File: src/rtl/rx_tmp_buf_slab_alloc_if.sv
// Alloc/free handshake bundle of the RX temp-buffer slab allocator.
// master = allocator side, slave = ingest/drain side.
interface rx_tmp_buf_slab_alloc_if #(
  parameter int NUM_SLABS  = 16,
  parameter int SLAB_BYTES = 2048
);
  localparam int SLAB_W = $clog2(NUM_SLABS);
  localparam int ADDR_W = SLAB_W + $clog2(SLAB_BYTES);

  logic              alloc_val;
  logic              alloc_rdy;
  logic [SLAB_W-1:0] alloc_slab;
  logic [ADDR_W-1:0] alloc_addr;
  logic              free_val;
  logic [SLAB_W-1:0] free_slab;
  logic              free_rdy;

  modport master (
    output alloc_val,
    output alloc_slab,
    output alloc_addr,
    output free_rdy,
    input  alloc_rdy,
    input  free_val,
    input  free_slab
  );

  modport slave (
    input  alloc_val,
    input  alloc_slab,
    input  alloc_addr,
    input  free_rdy,
    output alloc_rdy,
    output free_val,
    output free_slab
  );
endinterface

File: src/rtl/rx_tmp_buf_slab_alloc.sv
// Slab allocator for the TCP slow-path RX temp payload buffer.
// Optional stats outputs: define RX_SLAB_ALLOC_STATS_EN.
module rx_tmp_buf_slab_alloc #(
  parameter int NUM_SLABS  = 16,
  parameter int SLAB_BYTES = 2048,
  localparam int SLAB_W    = $clog2(NUM_SLABS),
  localparam int OFF_W     = $clog2(SLAB_BYTES)
) (
  input  logic                  clk,
  input  logic                  rst_n,
  rx_tmp_buf_slab_alloc_if.master bus,
  output logic [SLAB_W:0]       free_slabs,
  output logic                  init_done,
  output logic                  dbl_free_err
`ifdef RX_SLAB_ALLOC_STATS_EN
  ,
  output logic [31:0]           stat_allocs,
  output logic [31:0]           stat_frees,
  output logic [SLAB_W:0]       stat_min_free
`endif
);

  typedef enum logic {
    S_INIT,
    S_RUN
  } state_t;

  localparam logic [SLAB_W:0]   PTR_ONE = (SLAB_W+1)'(1);
  localparam logic [SLAB_W-1:0] IDX_ONE = SLAB_W'(1);
  localparam logic [SLAB_W-1:0] IDX_LST = SLAB_W'(NUM_SLABS-1);

  state_t            state;
  state_t            state_nxt;
  logic [SLAB_W:0]   wr_ptr;
  logic [SLAB_W:0]   rd_ptr;
  logic [SLAB_W-1:0] init_idx;
  logic [SLAB_W-1:0] fifo [NUM_SLABS];
  logic [NUM_SLABS-1:0] in_use;
  logic [SLAB_W:0]   free_nxt;

  logic run;
  logic init_last;
  logic a_fire;
  logic f_fire;
  logic f_ok;
  logic f_bad;

  assign run       = (state == S_RUN);
  assign init_last = (init_idx == IDX_LST);
  assign init_done = run;

  assign bus.alloc_val  = run & (free_slabs != '0);
  assign bus.alloc_slab = fifo[rd_ptr[SLAB_W-1:0]];
  assign bus.alloc_addr = {bus.alloc_slab, {OFF_W{1'b0}}};
  assign bus.free_rdy   = run;

  assign a_fire = bus.alloc_val & bus.alloc_rdy;
  assign f_fire = bus.free_val & bus.free_rdy;
  // in_use is sampled before this cycle's alloc lands
  assign f_ok   = f_fire & in_use[bus.free_slab];
  assign f_bad  = f_fire & ~in_use[bus.free_slab];

  always_ff @(posedge clk or negedge rst_n) begin
    if (!rst_n) begin
      state <= S_INIT;
    end else begin
      state <= state_nxt;
    end
  end

  always_comb begin
    state_nxt = state;
    unique case (state)
      S_INIT: if (init_last) state_nxt = S_RUN;
      S_RUN:  state_nxt = S_RUN;
    endcase
  end

  always_comb begin
    free_nxt = free_slabs;
    if (!run) begin
      free_nxt = free_slabs + PTR_ONE;
    end else if (f_ok && !a_fire) begin
      free_nxt = free_slabs + PTR_ONE;
    end else if (a_fire && !f_ok) begin
      free_nxt = free_slabs - PTR_ONE;
    end
  end

  always_ff @(posedge clk or negedge rst_n) begin
    if (!rst_n) begin
      wr_ptr       <= '0;
      rd_ptr       <= '0;
      init_idx     <= '0;
      in_use       <= '0;
      free_slabs   <= '0;
      dbl_free_err <= 1'b0;
      for (int i = 0; i < NUM_SLABS; i++) begin
        fifo[i] <= '0;
      end
    end else begin
      free_slabs <= free_nxt;
      if (!run) begin
        fifo[init_idx] <= init_idx;
        init_idx       <= init_idx + IDX_ONE;
        wr_ptr         <= wr_ptr + PTR_ONE;
      end else begin
        if (a_fire) begin
          rd_ptr                 <= rd_ptr + PTR_ONE;
          in_use[bus.alloc_slab] <= 1'b1;
        end
        // a valid free cannot hit a full FIFO, so no overflow guard
        if (f_ok) begin
          fifo[wr_ptr[SLAB_W-1:0]] <= bus.free_slab;
          wr_ptr                   <= wr_ptr + PTR_ONE;
          in_use[bus.free_slab]    <= 1'b0;
        end
        if (f_bad) begin
          dbl_free_err <= 1'b1;
        end
      end
    end
  end

`ifdef RX_SLAB_ALLOC_STATS_EN
  always_ff @(posedge clk or negedge rst_n) begin
    if (!rst_n) begin
      stat_allocs   <= '0;
      stat_frees    <= '0;
      stat_min_free <= '0;
    end else if (!run) begin
      if (init_last) begin
        stat_min_free <= (SLAB_W+1)'(NUM_SLABS);
      end
    end else begin
      if (a_fire) begin
        stat_allocs <= stat_allocs + 32'd1;
      end
      if (f_ok) begin
        stat_frees <= stat_frees + 32'd1;
      end
      if (free_nxt < stat_min_free) begin
        stat_min_free <= free_nxt;
      end
    end
  end
`endif

endmodule

File: src/flat_wrapper.sv
// flat-port wrapper written by rule: the top's interface ports become plain ports
module rx_tmp_buf_slab_alloc_flat 
#(
  parameter int NUM_SLABS  = 16,
  parameter int SLAB_BYTES = 2048,
  localparam int SLAB_W    = $clog2(NUM_SLABS),
  localparam int OFF_W     = $clog2(SLAB_BYTES)
)
  (clk, rst_n, free_slabs, init_done, dbl_free_err, bus_alloc_val, bus_alloc_slab, bus_alloc_addr, bus_free_rdy, bus_alloc_rdy, bus_free_val, bus_free_slab);
  rx_tmp_buf_slab_alloc_if #(.NUM_SLABS(NUM_SLABS), .SLAB_BYTES(SLAB_BYTES)) bus_i ();
  input  logic clk;
  input  logic rst_n;
  output logic [SLAB_W:0] free_slabs;
  output logic init_done;
  output logic dbl_free_err;
  output wire logic [$bits(bus_i.alloc_val)-1:0] bus_alloc_val;
  output wire logic [$bits(bus_i.alloc_slab)-1:0] bus_alloc_slab;
  output wire logic [$bits(bus_i.alloc_addr)-1:0] bus_alloc_addr;
  output wire logic [$bits(bus_i.free_rdy)-1:0] bus_free_rdy;
  input wire logic [$bits(bus_i.alloc_rdy)-1:0] bus_alloc_rdy;
  input wire logic [$bits(bus_i.free_val)-1:0] bus_free_val;
  input wire logic [$bits(bus_i.free_slab)-1:0] bus_free_slab;
  assign bus_alloc_val = bus_i.alloc_val;
  assign bus_alloc_slab = bus_i.alloc_slab;
  assign bus_alloc_addr = bus_i.alloc_addr;
  assign bus_free_rdy = bus_i.free_rdy;
  assign bus_i.alloc_rdy = bus_alloc_rdy;
  assign bus_i.free_val = bus_free_val;
  assign bus_i.free_slab = bus_free_slab;
  rx_tmp_buf_slab_alloc #(.NUM_SLABS(NUM_SLABS), .SLAB_BYTES(SLAB_BYTES)) u_core (.clk(clk), .rst_n(rst_n), .bus(bus_i), .free_slabs(free_slabs), .init_done(init_done), .dbl_free_err(dbl_free_err));
endmodule
File: config.mk
export PLATFORM = sky130hd
export DESIGN_NAME = rx_tmp_buf_slab_alloc_flat
export DESIGN_NICKNAME = d
export VERILOG_FILES = /design/src/rtl/rx_tmp_buf_slab_alloc_if.sv /design/src/rtl/rx_tmp_buf_slab_alloc.sv /design/src/flat_wrapper.sv
export SDC_FILE = /design/constraint.sdc
export NUM_CORES = 1
export LEC_CHECK = 0
export CORE_ASPECT_RATIO = 1.5
export CORE_MARGIN = 2
export CORE_UTILIZATION = 35
export CTS_CLUSTER_SIZE = 40
export DETAILED_ROUTE_END_ITERATION = 12
export GPL_ROUTABILITY_DRIVEN = 0
export PLACE_DENSITY = 0.52
export SYNTH_ARGS = -nofsm -noshare
export SYNTH_HDL_FRONTEND = slang
export SYNTH_SLANG_ARGS = --single-unit
File: constraint.sdc
create_clock -name clk -period 4.6 [get_ports clk]
set_clock_uncertainty 0.1 [all_clocks]
set_input_delay 0.46 -clock clk [delete_from_list [all_inputs] [get_ports clk]]
set_output_delay 0.46 -clock clk [all_outputs]
set_load 0.01 [all_outputs]
==> load_flow_metrics.sql <==
INSERT INTO impl_metrics (metric_group, metric, value, unit) VALUES
('clock_network', 'worst_setup_hold_path_clk_slew', '0.07', 'ns'),
('final_layout', 'antenna_cells_inserted', '0', ''),
('timing', 'fin_crit', '3.71', 'ns'),
('yosys', 'avgSynthCellArea', '10.1', 'sq um'),
('floorplanning', 'die_w', '113', 'microns'),
('floorplanning', 'fp.dieH', '168', 'microns'),
('clock_network', 'cts.repair_timing.setup_buffer_count', '0', ''),
('yosys', 'synth_async_sr_flop_share', '100', '%'),
('clock_network', 'cts_sinks', '99', ''),
('global_route', 'grt.overflow.total', '0', ''),
('clock_network', 'cts-htree-levels', '3', ''),
('yosys', 'syn-cell-area', '6240', 'sq um'),
('global_route', 'overall_global_routing_resource_usage', '22.5', '%'),
('worst_setup_path', 'timing_worst_setup_path_type', 'reg -> out', ''),
('final_layout', 'layout.area.seq', '2480', 'sq um'),
('power', 'vdd_ir_drop_max', '0.000205', 'V'),
('power', 'pwr-share-clk', '17.7', '%'),
('worst_setup_path', 'cp_top_family', 'multiplexers', ''),
('yosys', 'netlist_instances', '616', ''),
('timing', 'setup_viol', '0', ''),
('clock_network', 'cts_tree', 'yes', ''),
('floorplanning', 'fp.dieArea', '18900', 'sq um'),
('floorplanning', 'core_area', '17400', 'sq um'),
('global_route', 'grt_first_pass_wirelength', '32300', 'microns'),
('power', 'reg_power_share', '35.4', '%'),
('yosys', 'synth.top_cells.by_count', '99 x sky130_fd_sc_hd__dfrtp_1, 70 x sky130_fd_sc_hd__nand2_1, 34 x sky130_fd_sc_hd__mux2i_1', ''),
('power', 'report.power.total', '4.30', 'mW'),
('worst_setup_path', 'timing.critical_path.mode_cell', 'sky130_fd_sc_hd__mux2i_1', ''),
('detailed_routing', 'detail_route.first_pass.iterations', '11', ''),
('timing', 'finalMaxSlewViolations', '0', ''),
('final_layout', 'layout.nets', '637', ''),
('worst_setup_path', 'path_max_fanout', '9', ''),
('yosys', 'dominantRegCellSynth', 'sky130_fd_sc_hd__dfrtp_1', ''),
('final_layout', 'drive_above_1_share', '12.6', '%'),
('timing', 'timing.fmax', '0.270', 'GHz'),
('global_route', 'antenna_found_initial', '0', ''),
('flow_run', 'cap_violations', '0', ''),
('timing', 'period_share', '80.7', '%'),
('worst_setup_path', 'slowest_delay', '0.67', 'ns'),
('clock_network', 'max-clock-path-buffers', '2', ''),
('yosys', 'yosys.area.top_type_share', '39.7', '%'),
('timing', 'slew_headroom', '28.9', '%'),
('worst_setup_path', 'required', '4.04', 'ns'),
('floorplanning', 'ios', '36', ''),
('final_layout', 'multi_input_area', '3360', 'sq um'),
('yosys', 'synthMostInstantiatedCell', 'sky130_fd_sc_hd__dfrtp_1', ''),
('power', 'p_sw_share', '41.6', '%'),
('floorplanning', 'floorplan.rows', '59', ''),
('clock_network', 'post_cts_hold_buffer_count', '0', ''),
('clock_network', 'number_of_gates_given_a_new_drive_strength_after_cts', '0', ''),
('detailed_routing', 'wl_per_cell', '24.8', 'microns'),
('power', 'power.net_switching', '1.79', 'mW'),
('power', 'power.static_leakage', '2.69', 'nW'),
('power', 'p_per_area', '635', 'nW/um^2'),
('yosys', 'library_cells_used_by_synthesis', '82', ''),
('placed_design', 'dp_hpwl', '14900', 'microns'),
('worst_setup_path', 'start_kind', 'flop', ''),
('global_route', 'grt_start_max_net_pins', '70', ''),
('detailed_routing', 'drt-vias-per-instance', '6.27', ''),
('global_route', 'grt_pass1_vias', '5424', ''),
('yosys', 'synth_enable_flop_cells', '0', ''),
('outcome', 'run_status', 'finished with violations', ''),
('outcome', 'violations', 'DRC', ''),
('yosys', 'ys_seq_area_share', '39.7', '%'),
('placed_design', 'port_buffers', '24', ''),
('timing', 'setup-tns-final', '0', 'ns'),
('yosys', 'synth.top_cells.by_area', 'sky130_fd_sc_hd__dfrtp_1 40%, sky130_fd_sc_hd__mux4_2 6.5%, sky130_fd_sc_hd__mux2i_1 5.5%, sky130_fd_sc_hd__nand2_1 4.2%, sky130_fd_sc_hd__ha_1 2.4%', ''),
('detailed_routing', 'route.detailed.drc', '1', ''),
('detailed_routing', 'drtIter0Drc', '647', ''),
('power', 'comb_power_share', '46.8', '%'),
('detailed_routing', 'final_routed_wirelength', '20700', 'microns');
cell type report:
type                            instances  area share [%]
Tap cell                              213            3.93
Multi-Input combinational cell        448            49.5
Sequential cell                        99            36.5
Clock buffer                           11            3.43
Inverter                               29            1.68
Timing Repair Buffer                   30            4.17
Clock inverter                          4           0.775
power by group through the flow:
| stage | Clock [mW] | Sequential (mW) | Combinational, mW |
|---|---|---|---|
| global route | 0.807 | 1.56 | 2.17 |
| floorplan | 0 | 1.35 | 1.52 |
| finish | 0.764 | 1.52 | 2.02 |
| detailed placement | 0 | 1.53 | 2.01 |
| CTS | 0.773 | 1.52 | 2.01 |
| global placement | 0 | 1.52 | 1.96 |
kinds of logic (layout without fill, tap and decap cells):
logic type                 Yosys count  after routing  synth area share [%]
xor gates and xnor gates            13             13                  1.82
muxes                               65             65                  14.7
AOI/OAI and AO/OA                  151            151                  18.5
adders and majority gates           12             12                  2.41
DFF                                 99             99                  39.7
and+or+nand+nor                    196            196                  15.7
buffers and inverters               79             74                  7.12
other                                1             11                0.0601
registers in the layout, indices dropped and copies added, names as in the netlist:
signal	count
u_core.in_use	16
u_core.free_slabs	5
u_core.fifo	64
u_core.dbl_free_err	1
u_core.rd_ptr	4
u_core.init_idx	4
u_core.wr_ptr	4
u_core.bus.free_rdy	1
worst register-to-register path: stages (launching register included):
cell                       delay [ns]
sky130_fd_sc_hd__dfrtp_1         0.67
sky130_fd_sc_hd__buf_4           0.36
sky130_fd_sc_hd__mux4_2          0.59
sky130_fd_sc_hd__mux2i_1         0.26
sky130_fd_sc_hd__mux2i_2         0.22
sky130_fd_sc_hd__nor2_2          0.42
sky130_fd_sc_hd__nand2b_1        0.17
sky130_fd_sc_hd__o31ai_2         0.26
stage by stage:
step                setup slack, ns  utilization [%]  hold slack (ns)  std cells  instance area (sq um)
floorplan                      1.84                -           0.0644        626                   6280
global placement              0.992             37.3            0.346        819                   6500
detailed placement            0.831             37.3            0.361        819                   6500
CTS                           0.844             38.9            0.187        834                   6780
global route                  0.693             38.9            0.231        834                   6780
finish                        0.890             38.9            0.146        834                   6780
layer usage:
| layer | up-vias | wire [microns] | GRT usage [%] |
|---|---|---|---|
| met5 | - | 0 | 0 |
| met3 | 66 | 1020 | 2.86 |
| met2 | 263 | 11000 | 40.0 |
| li1 | 2256 | - | - |
| met1 | 2642 | 7590 | 25.0 |
| met4 | 0 | 1140 | 14.4 |
path summary, 6_finish.rpt:
| kind | slack, ns | end | cells past startpoint | from |
|---|---|---|---|---|
| min in group clk | 0.37 | u_core.dbl_free_err | 1 | u_core.dbl_free_err |
| worst min register to register | 0.37 | u_core.dbl_free_err | 1 | u_core.dbl_free_err |
| worst max-delay path | 0.89 | bus_alloc_slab[2] | 5 | u_core.rd_ptr[0] |
| max in group asynchronous | 3.21 | u_core.fifo[31] | 2 | rst_n |
| worst max register to register | 1.46 | u_core.in_use[4] | 7 | u_core.rd_ptr[0] |
| worst min-delay path | 0.15 | u_core.free_slabs[4] | 1 | rst_n |
layout by cell type, fill, tap and decap left out, types with 11 or more instances in the layout:
cell	netlist	layout
sky130_fd_sc_hd__inv_1	27	27
sky130_fd_sc_hd__conb_1	1	11
sky130_fd_sc_hd__nor3_1	20	20
sky130_fd_sc_hd__clkdlybuf4s50_1	0	23
sky130_fd_sc_hd__mux4_2	18	18
sky130_fd_sc_hd__ha_1	12	12
sky130_fd_sc_hd__o211ai_1	12	12
sky130_fd_sc_hd__a21oi_1	17	17
sky130_fd_sc_hd__mux2i_1	34	34
sky130_fd_sc_hd__o21ai_0	25	25
sky130_fd_sc_hd__nand2_1	70	70
sky130_fd_sc_hd__nand3_1	25	25
sky130_fd_sc_hd__a31oi_1	14	14
sky130_fd_sc_hd__dfrtp_1	99	98
sky130_fd_sc_hd__nor2_1	28	28
Power figures use the tool's default switching activity.
